===== src/rtl/mem_arb_pkg.sv =====
// Shared types and constants for the two-port memory arbiter.
// Holds width defaults, the read-latency ceiling, the read tag and port indices.
package mem_arb_pkg;

    localparam int ADDR_W_DFLT = 16;
    localparam int DATA_W_DFLT = 16;
    localparam int RD_LAT_MAX  = 4;

    localparam logic PORT_IF = 1'b0;
    localparam logic PORT_LS = 1'b1;

    typedef struct packed {
        logic valid;
        logic port;
    } rd_tag_t;

endpackage


===== src/rtl/mem_arb_pick.sv =====
// Two-input grant picker; combinational, zero latency, no backpressure of its own.
// Round-robin on contention when MEM_ARB_RR_EN is defined, else port 0 has fixed priority.
module mem_arb_pick
    import mem_arb_pkg::*;
(
    input  logic req0,
    input  logic req1,
    input  logic last_gnt,
    output logic gnt0,
    output logic gnt1
);

`ifdef MEM_ARB_RR_EN
    // On contention the port that did not win last time goes first.
    assign gnt0 = req0 && (!req1 || (last_gnt == PORT_LS));
`else
    logic unused_last;
    assign unused_last = last_gnt;
    assign gnt0        = req0;
`endif
    assign gnt1 = req1 && !gnt0;

endmodule


===== src/rtl/mem_arbiter.sv =====
// Shares one synchronous memory between two requesters; grant is same-cycle, read data RD_LAT cycles later.
// Losers hold req until granted; MEM_ARB_RR_EN selects round-robin instead of fixed priority.
module mem_arbiter
    import mem_arb_pkg::*;
#(
    parameter int ADDR_W = ADDR_W_DFLT,
    parameter int DATA_W = DATA_W_DFLT,
    parameter int RD_LAT = 1
) (
    input  logic              clk,
    input  logic              rst_n,
    input  logic              m0_req,
    input  logic              m0_we,
    input  logic [ADDR_W-1:0] m0_addr,
    input  logic [DATA_W-1:0] m0_wdata,
    input  logic              m1_req,
    input  logic              m1_we,
    input  logic [ADDR_W-1:0] m1_addr,
    input  logic [DATA_W-1:0] m1_wdata,
    output logic              m0_gnt,
    output logic              m1_gnt,
    output logic              m0_rvalid,
    output logic              m1_rvalid,
    output logic [DATA_W-1:0] m0_rdata,
    output logic [DATA_W-1:0] m1_rdata,
    output logic [ADDR_W-1:0] mem_addr,
    output logic [DATA_W-1:0] mem_data,
    output logic              mem_we,
    input  logic [DATA_W-1:0] mem_q
);

    // An out-of-range latency references a module that does not exist, stopping elaboration.
    if (RD_LAT < 1 || RD_LAT > RD_LAT_MAX) begin : g_bad_rd_lat
        mem_arbiter_illegal_rd_lat u_bad ();
    end

    logic    pick0;
    logic    pick1;
    logic    last_gnt;
    logic    granted;
    logic    winner;
    rd_tag_t tag_q [RD_LAT];

    mem_arb_pick u_pick (
        .req0     (m0_req),
        .req1     (m1_req),
        .last_gnt (last_gnt),
        .gnt0     (pick0),
        .gnt1     (pick1)
    );

    // Grants are suppressed while reset is held so nothing reaches the memory.
    assign m0_gnt  = pick0 && rst_n;
    assign m1_gnt  = pick1 && rst_n;
    assign granted = m0_gnt || m1_gnt;
    assign winner  = m1_gnt ? PORT_LS : PORT_IF;

    always_comb begin
        mem_we   = 1'b0;
        mem_addr = '0;
        mem_data = '0;
        if (m0_gnt) begin
            mem_we   = m0_we;
            mem_addr = m0_addr;
            mem_data = m0_wdata;
        end else if (m1_gnt) begin
            mem_we   = m1_we;
            mem_addr = m1_addr;
            mem_data = m1_wdata;
        end
    end

    always_ff @(posedge clk or negedge rst_n) begin
        if (!rst_n) begin
            last_gnt <= PORT_LS;
        end else if (granted) begin
            last_gnt <= winner;
        end
    end

    always_ff @(posedge clk or negedge rst_n) begin
        if (!rst_n) begin
            for (int i = 0; i < RD_LAT; i++) begin
                tag_q[i] <= '0;
            end
        end else begin
            tag_q[0] <= '{valid: granted && !mem_we, port: winner};
            for (int i = 1; i < RD_LAT; i++) begin
                tag_q[i] <= tag_q[i-1];
            end
        end
    end

    assign m0_rvalid = tag_q[RD_LAT-1].valid && (tag_q[RD_LAT-1].port == PORT_IF);
    assign m1_rvalid = tag_q[RD_LAT-1].valid && (tag_q[RD_LAT-1].port == PORT_LS);
    assign m0_rdata  = mem_q;
    assign m1_rdata  = mem_q;

endmodule


===== config.mk =====
export PLATFORM = sky130hd
export DESIGN_NAME = mem_arbiter
export DESIGN_NICKNAME = d
export VERILOG_FILES = /design/src/rtl/mem_arb_pkg.sv /design/src/rtl/mem_arb_pick.sv /design/src/rtl/mem_arbiter.sv
export SDC_FILE = /design/constraint.sdc
export NUM_CORES = 1
export LEC_CHECK = 0
export ABC_AREA = 1
export CORE_MARGIN = 2
export CORE_UTILIZATION = 21
export CTS_CLUSTER_SIZE = 16
export DETAILED_ROUTE_END_ITERATION = 8
export PLACE_DENSITY = 0.95
export REMOVE_ABC_BUFFERS = 1
export SETUP_SLACK_MARGIN = 0.02
export SYNTH_ARGS = -nofsm -noshare
export SYNTH_HDL_FRONTEND = slang
export SYNTH_SLANG_ARGS = --single-unit

===== constraint.sdc =====
create_clock -name clk -period 1.28 [get_ports clk]
set_clock_uncertainty 0.15 [all_clocks]
set_input_delay 0.192 -clock clk [delete_from_list [all_inputs] [get_ports clk]]
set_output_delay 0.192 -clock clk [all_outputs]
set_load 0.1 [all_outputs]

## Word-level counts from Yosys, hierarchy flattened

Cells that the tools add are included.

- Shift-type cells: 0
- Add/sub/neg operators: 0
- Div/mod/pow operators: 0
- Reduce and logical (&&, ||, !) cells: 9
- Bitwise operators: 1
- Multiplexer cells: 7
- Multiply operators: 0
- Order comparisons: 0
- Equality and inequality tests: 0

Operator list:

| kind | number |
|---|---|
| two-way mux 16 bit | 4 |
| logical AND 1 bit | 6 |
| two-way mux 1 bit | 3 |
| logical NOT 1 bit | 2 |
| logical OR 1 bit | 1 |
| NOT 1 bit | 1 |

- Bits of input ports: 86
- Memory bits (writable): 0
- Word-level logic and storage cells: 19
- ROM bits: 0
- Memories: 0
- Output and inout port bits: 69
- Bits in latches: 0
- Register bits after elaboration: 2

## Logic depth before layout (Yosys ltp)

- Depth in word-level cells: 7
- Mapped depth: 6
- Mapped depth without buffers: 5

## Cells and area by module

From an unflattened synthesis, not the netlist that was laid out.

- Cells, all modules: 161
- Area, all modules: 900.9 um^2

Modules (own cells, without submodules):

| module | cells an instance | area each (um^2) | instances | seq. area each (um^2) |
|---|---|---|---|---|
| mem_arbiter | 158 | 883.3 | 1 | 76.3 |
| mem_arb_pick | 3 | 17.5 | 1 | 0.0 |

## Least setup slack after synthesis

OpenSTA, ideal clock, no wires.

- Path kind: reg2out
- From: reg tag_q[0] (netlist bit)
- To: out m0_rvalid
- Buffers on the path: 0
- Data arrival time: 1.624 ns
- Path slack: -0.686 ns
- Stages on the path, launching flop included: 2
- Cells stage by stage: dfrtp_1 > nor2_1

- Cells in the longest elaborated chain, start to end: 2

Ends and longest elaborated chain:

| item | line | RTL |
|---|---|---|
| from (decl) | mem_arbiter.sv:42 | `rd_tag_t tag_q [RD_LAT];` |
| from (signal, indexed assignment) | mem_arbiter.sv:89 | `tag_q[i] <= tag_q[i-1];` |
| NOT 1 bit | mem_arbiter.sv:94 | `assign m0_rvalid = tag_q[RD_LAT-1].valid && (tag_q[RD_LAT-1].port == PORT_IF);` |
| logical AND 1 bit | mem_arbiter.sv:94 |  |
| to (decl) | mem_arbiter.sv:22 | `output logic m0_rvalid,` |

No other way between the ends.

## Worst setup path in the final report

- From: in m0_addr[13]
- To: out mem_addr[13]

- Cells in the longest elaborated chain, start to end: 1

Ends and longest elaborated chain:

| item | line | RTL |
|---|---|---|
| from (decl) | mem_arbiter.sv:14 | `input logic [ADDR_W-1:0] m0_addr,` |
| two-way mux 16 bit | mem_arbiter.sv:62 | `if (m0_gnt) begin` |
| to (decl) | mem_arbiter.sv:26 | `output logic [ADDR_W-1:0] mem_addr,` |

No other way between the ends.

==> impl_metrics.yaml <==
setup_path:
  timing.critical_path.cells: "clkdlybuf4s50_1 > nand2_2 > nand2_4 > buf_12"
  critPathMaxStageDelay_ns: 0.50
  worstPathMaxFanout: 1
  path_depth: 4
  crit_type: "in2out"
  crit_buf_inv: 2
  start_kind: "input pin"
  required_ns: 0.94
  worstPathArrival_ns: 1.02
  end_kind: "output pin"
  critPathSlowestCell: "clkdlybuf4s50_1"
  crit_family: "buffers and inverters"
yosys:
  syn_area_sq_um: 783
  yosysWarnings: 0
  avgSynthCellArea_sq_um: 5.22
  ys_seq_elements: 2
  synthCells: 150
  ys_seq_area_frac: 0.0639
  ys_types: 11
sta:
  tightest_slew_ns: 0.151
  rsz0062_at_grt: "true"
  timing.setup.tns_ns: -1.38
  timing.final.crit_share: 1.07
  post-route-min-period_ns: 1.36
  relSlewSlack: 0.898
  fmax_mhz: 733
  finalSetupViolCount: 34
  timing.hold.ws_ns: 0.126
  finalHoldViolations: 0
  fin_ws_ns: -0.0837
  slew_viol_final: 0
route:
  routed_wl_mm: 5.40
  routedWlPerCell_um: 18.7
  dr.first_iter.drc_count: 47
  vias: 1321
  detail-route-antenna-nets: 0
  drc: 0
  post_drt_via_cell_ratio: 4.59
  firstDrtPassIters: 4
power_and_ir_drop:
  power.leakage_nw: 1.52
  p_int_uw: 846
  seqPwrFrac: 0.041
  p_total_mw: 1.69
  switchingPower_uw: 845
  p_comb_frac: 0.814
  p_per_area_nw_per_um2: 599
  clock_power_share: 0.145
  p_sw_frac: 0.500
  peakVddDrop_mv: 0.325
placement:
  place_area_sq_um: 2070
  numPortBuffers: 106
  gp_congestion: 0.683
  dp.final_hpwl_mm: 3.23
floorplanning:
  rows: 22
  fp.dieW_um: 65.1
  core_region_area_sq_um: 3630
  pin_count: 155
  dieArea_sq_um: 4230
  die_h_um: 65.1
  start_util: 0.216
outcome:
  violations: "setup timing"
  status: "finished, violations left"
final_layout:
  nNetsFinal: 328
  area_growth_pct: 260
  n_antenna_cell: 0
  final_area_sq_um: 2820
  drive_above_1_share: 0.596
  largest_reg_flops: 2
  regMostFlops: "tag_q"
  reg.largest.list: "tag_q x2"
cts:
  cts_tree: "done"
  clkSinkCount: 2
  cts_made_buffers: 3
  clockBufferDepth: 2
  cts-root-buf: "clkbuf_8"
  cts_htree_levels: 1
  path_clk_slew_ns: 0.03
global_route:
  grt_usage: 0.233
  first_global_vias: 1431
  grt_max_degree: 17
  grt_pass1_wl_mm: 7.33
  gr-total-overflow: 0
  antenna_found_initial: 0
run:
  maxCapViolCount: 0
hold_path:
  hold_class: "in2reg"
  hold_path_depth: 3
-- cell usage in the layout (no fill, tap or decap) --
cell type,n
dfrtp_1,2
nand2_1,24
nor2_1,1
inv_4,2
dlygate4sd2_1,15
nor2_4,1
buf_4,3
buf_16,3
buf_12,43
buf_8,2
nand2_4,45
inv_1,1
nand4_1,1
clkbuf_16,2
dlygate4sd3_1,1
dlymetal6s2s_1,18
buf_6,5
nand2_2,31
clkinv_8,1
clkdlybuf4s50_1,33
o21ai_0,1
nand3_4,1
clkbuf_8,3
inv_2,1
-- logic make-up (layout without fill, tap and decap cells) --
family | after synthesis | after routing | synth area share
simple gates | 104 | 104 | 0.510
buf+inv | 43 | 133 | 0.420
compound gates | 1 | 1 | 0.00638
flops | 2 | 2 | 0.0639
-- tightest hold or removal path: cells and delay by family --
family	cells	cell delay [ns]
simple gates	1	0.10
buf+inv	1	0.08
compound gates	1	0.07
-- per-layer routing --
layer / vias up / track usage / share of wire
met3: 14 / 0.148 / 0.14
met4: 2 / 0.0625 / 0.019
met5: - / 0.0694 / 0.0057
li1: 598 / - / -
met1: 598 / 0.229 / 0.33
met2: 109 / 0.401 / 0.50
-- synthesized netlist by cell type (all sizes together) --
cell | count | area, sq um
buf | 38 | 308
dfrtp | 2 | 50.1
inv | 5 | 21.3
nand2 | 100 | 375
nand3 | 1 | 10.0
nand4 | 1 | 6.26
nor2 | 2 | 7.51
o21ai | 1 | 5.00
-- timing repair --
| action | CTS | global route |
|---|---|---|
| gates resized for setup | 113 | 80 |
| setup endpoints to repair | 37 | 36 |
| buffers inserted | 5 | 1 |
| cloned | 5 | 2 |
| hold buffers | 1 | 0 |
| endpoints found under the hold margin | 2 | 0 |
| pin swaps | 15 | 25 |
-- power by group through the flow --
stage               logic [mW]  registers, mW  clock network [mW]
detailed placement        1.17         0.0697                   0
finish                    1.38         0.0696               0.245
global route              1.42         0.0701               0.256
floorplan                0.585         0.0693                   0
CTS                       1.30         0.0693               0.253
global placement          1.16         0.0695                   0
-- area by class of cell --
| type | count | area [sq um] |
|---|---|---|
| Multi-Input combinational cell | 105 | 835 |
| Fill cell | 212 | 812 |
| Inverter | 5 | 36.3 |
| Sequential cell | 2 | 50.0 |
| Tap cell | 48 | 60.1 |
| Timing Repair Buffer | 125 | 1800 |
| Clock buffer | 3 | 41.3 |
-- stage by stage --
step           worst slack [ns]   util  std cells
2_1_floorplan            -0.712      -        112
3_3_place_gp             -0.483  0.570        273
3_5_place_dp             -0.540  0.570        273
4_1_cts                  -0.129  0.697        287
5_1_grt                  -0.115  0.777        288
6_report                -0.0837  0.777        288
-- final timing paths --
path / start / end / slack, ns
max in group asynchronous: rst_n / tag_q[0]$_DFF_PN0_ / 0.61
min in group asynchronous: rst_n / tag_q[1]$_DFF_PN0_ / 0.27
max: m0_addr[13] / mem_addr[13] / -0.08
min: m1_req / tag_q[1]$_DFF_PN0_ / 0.13
Power figures use the tool's default switching activity.
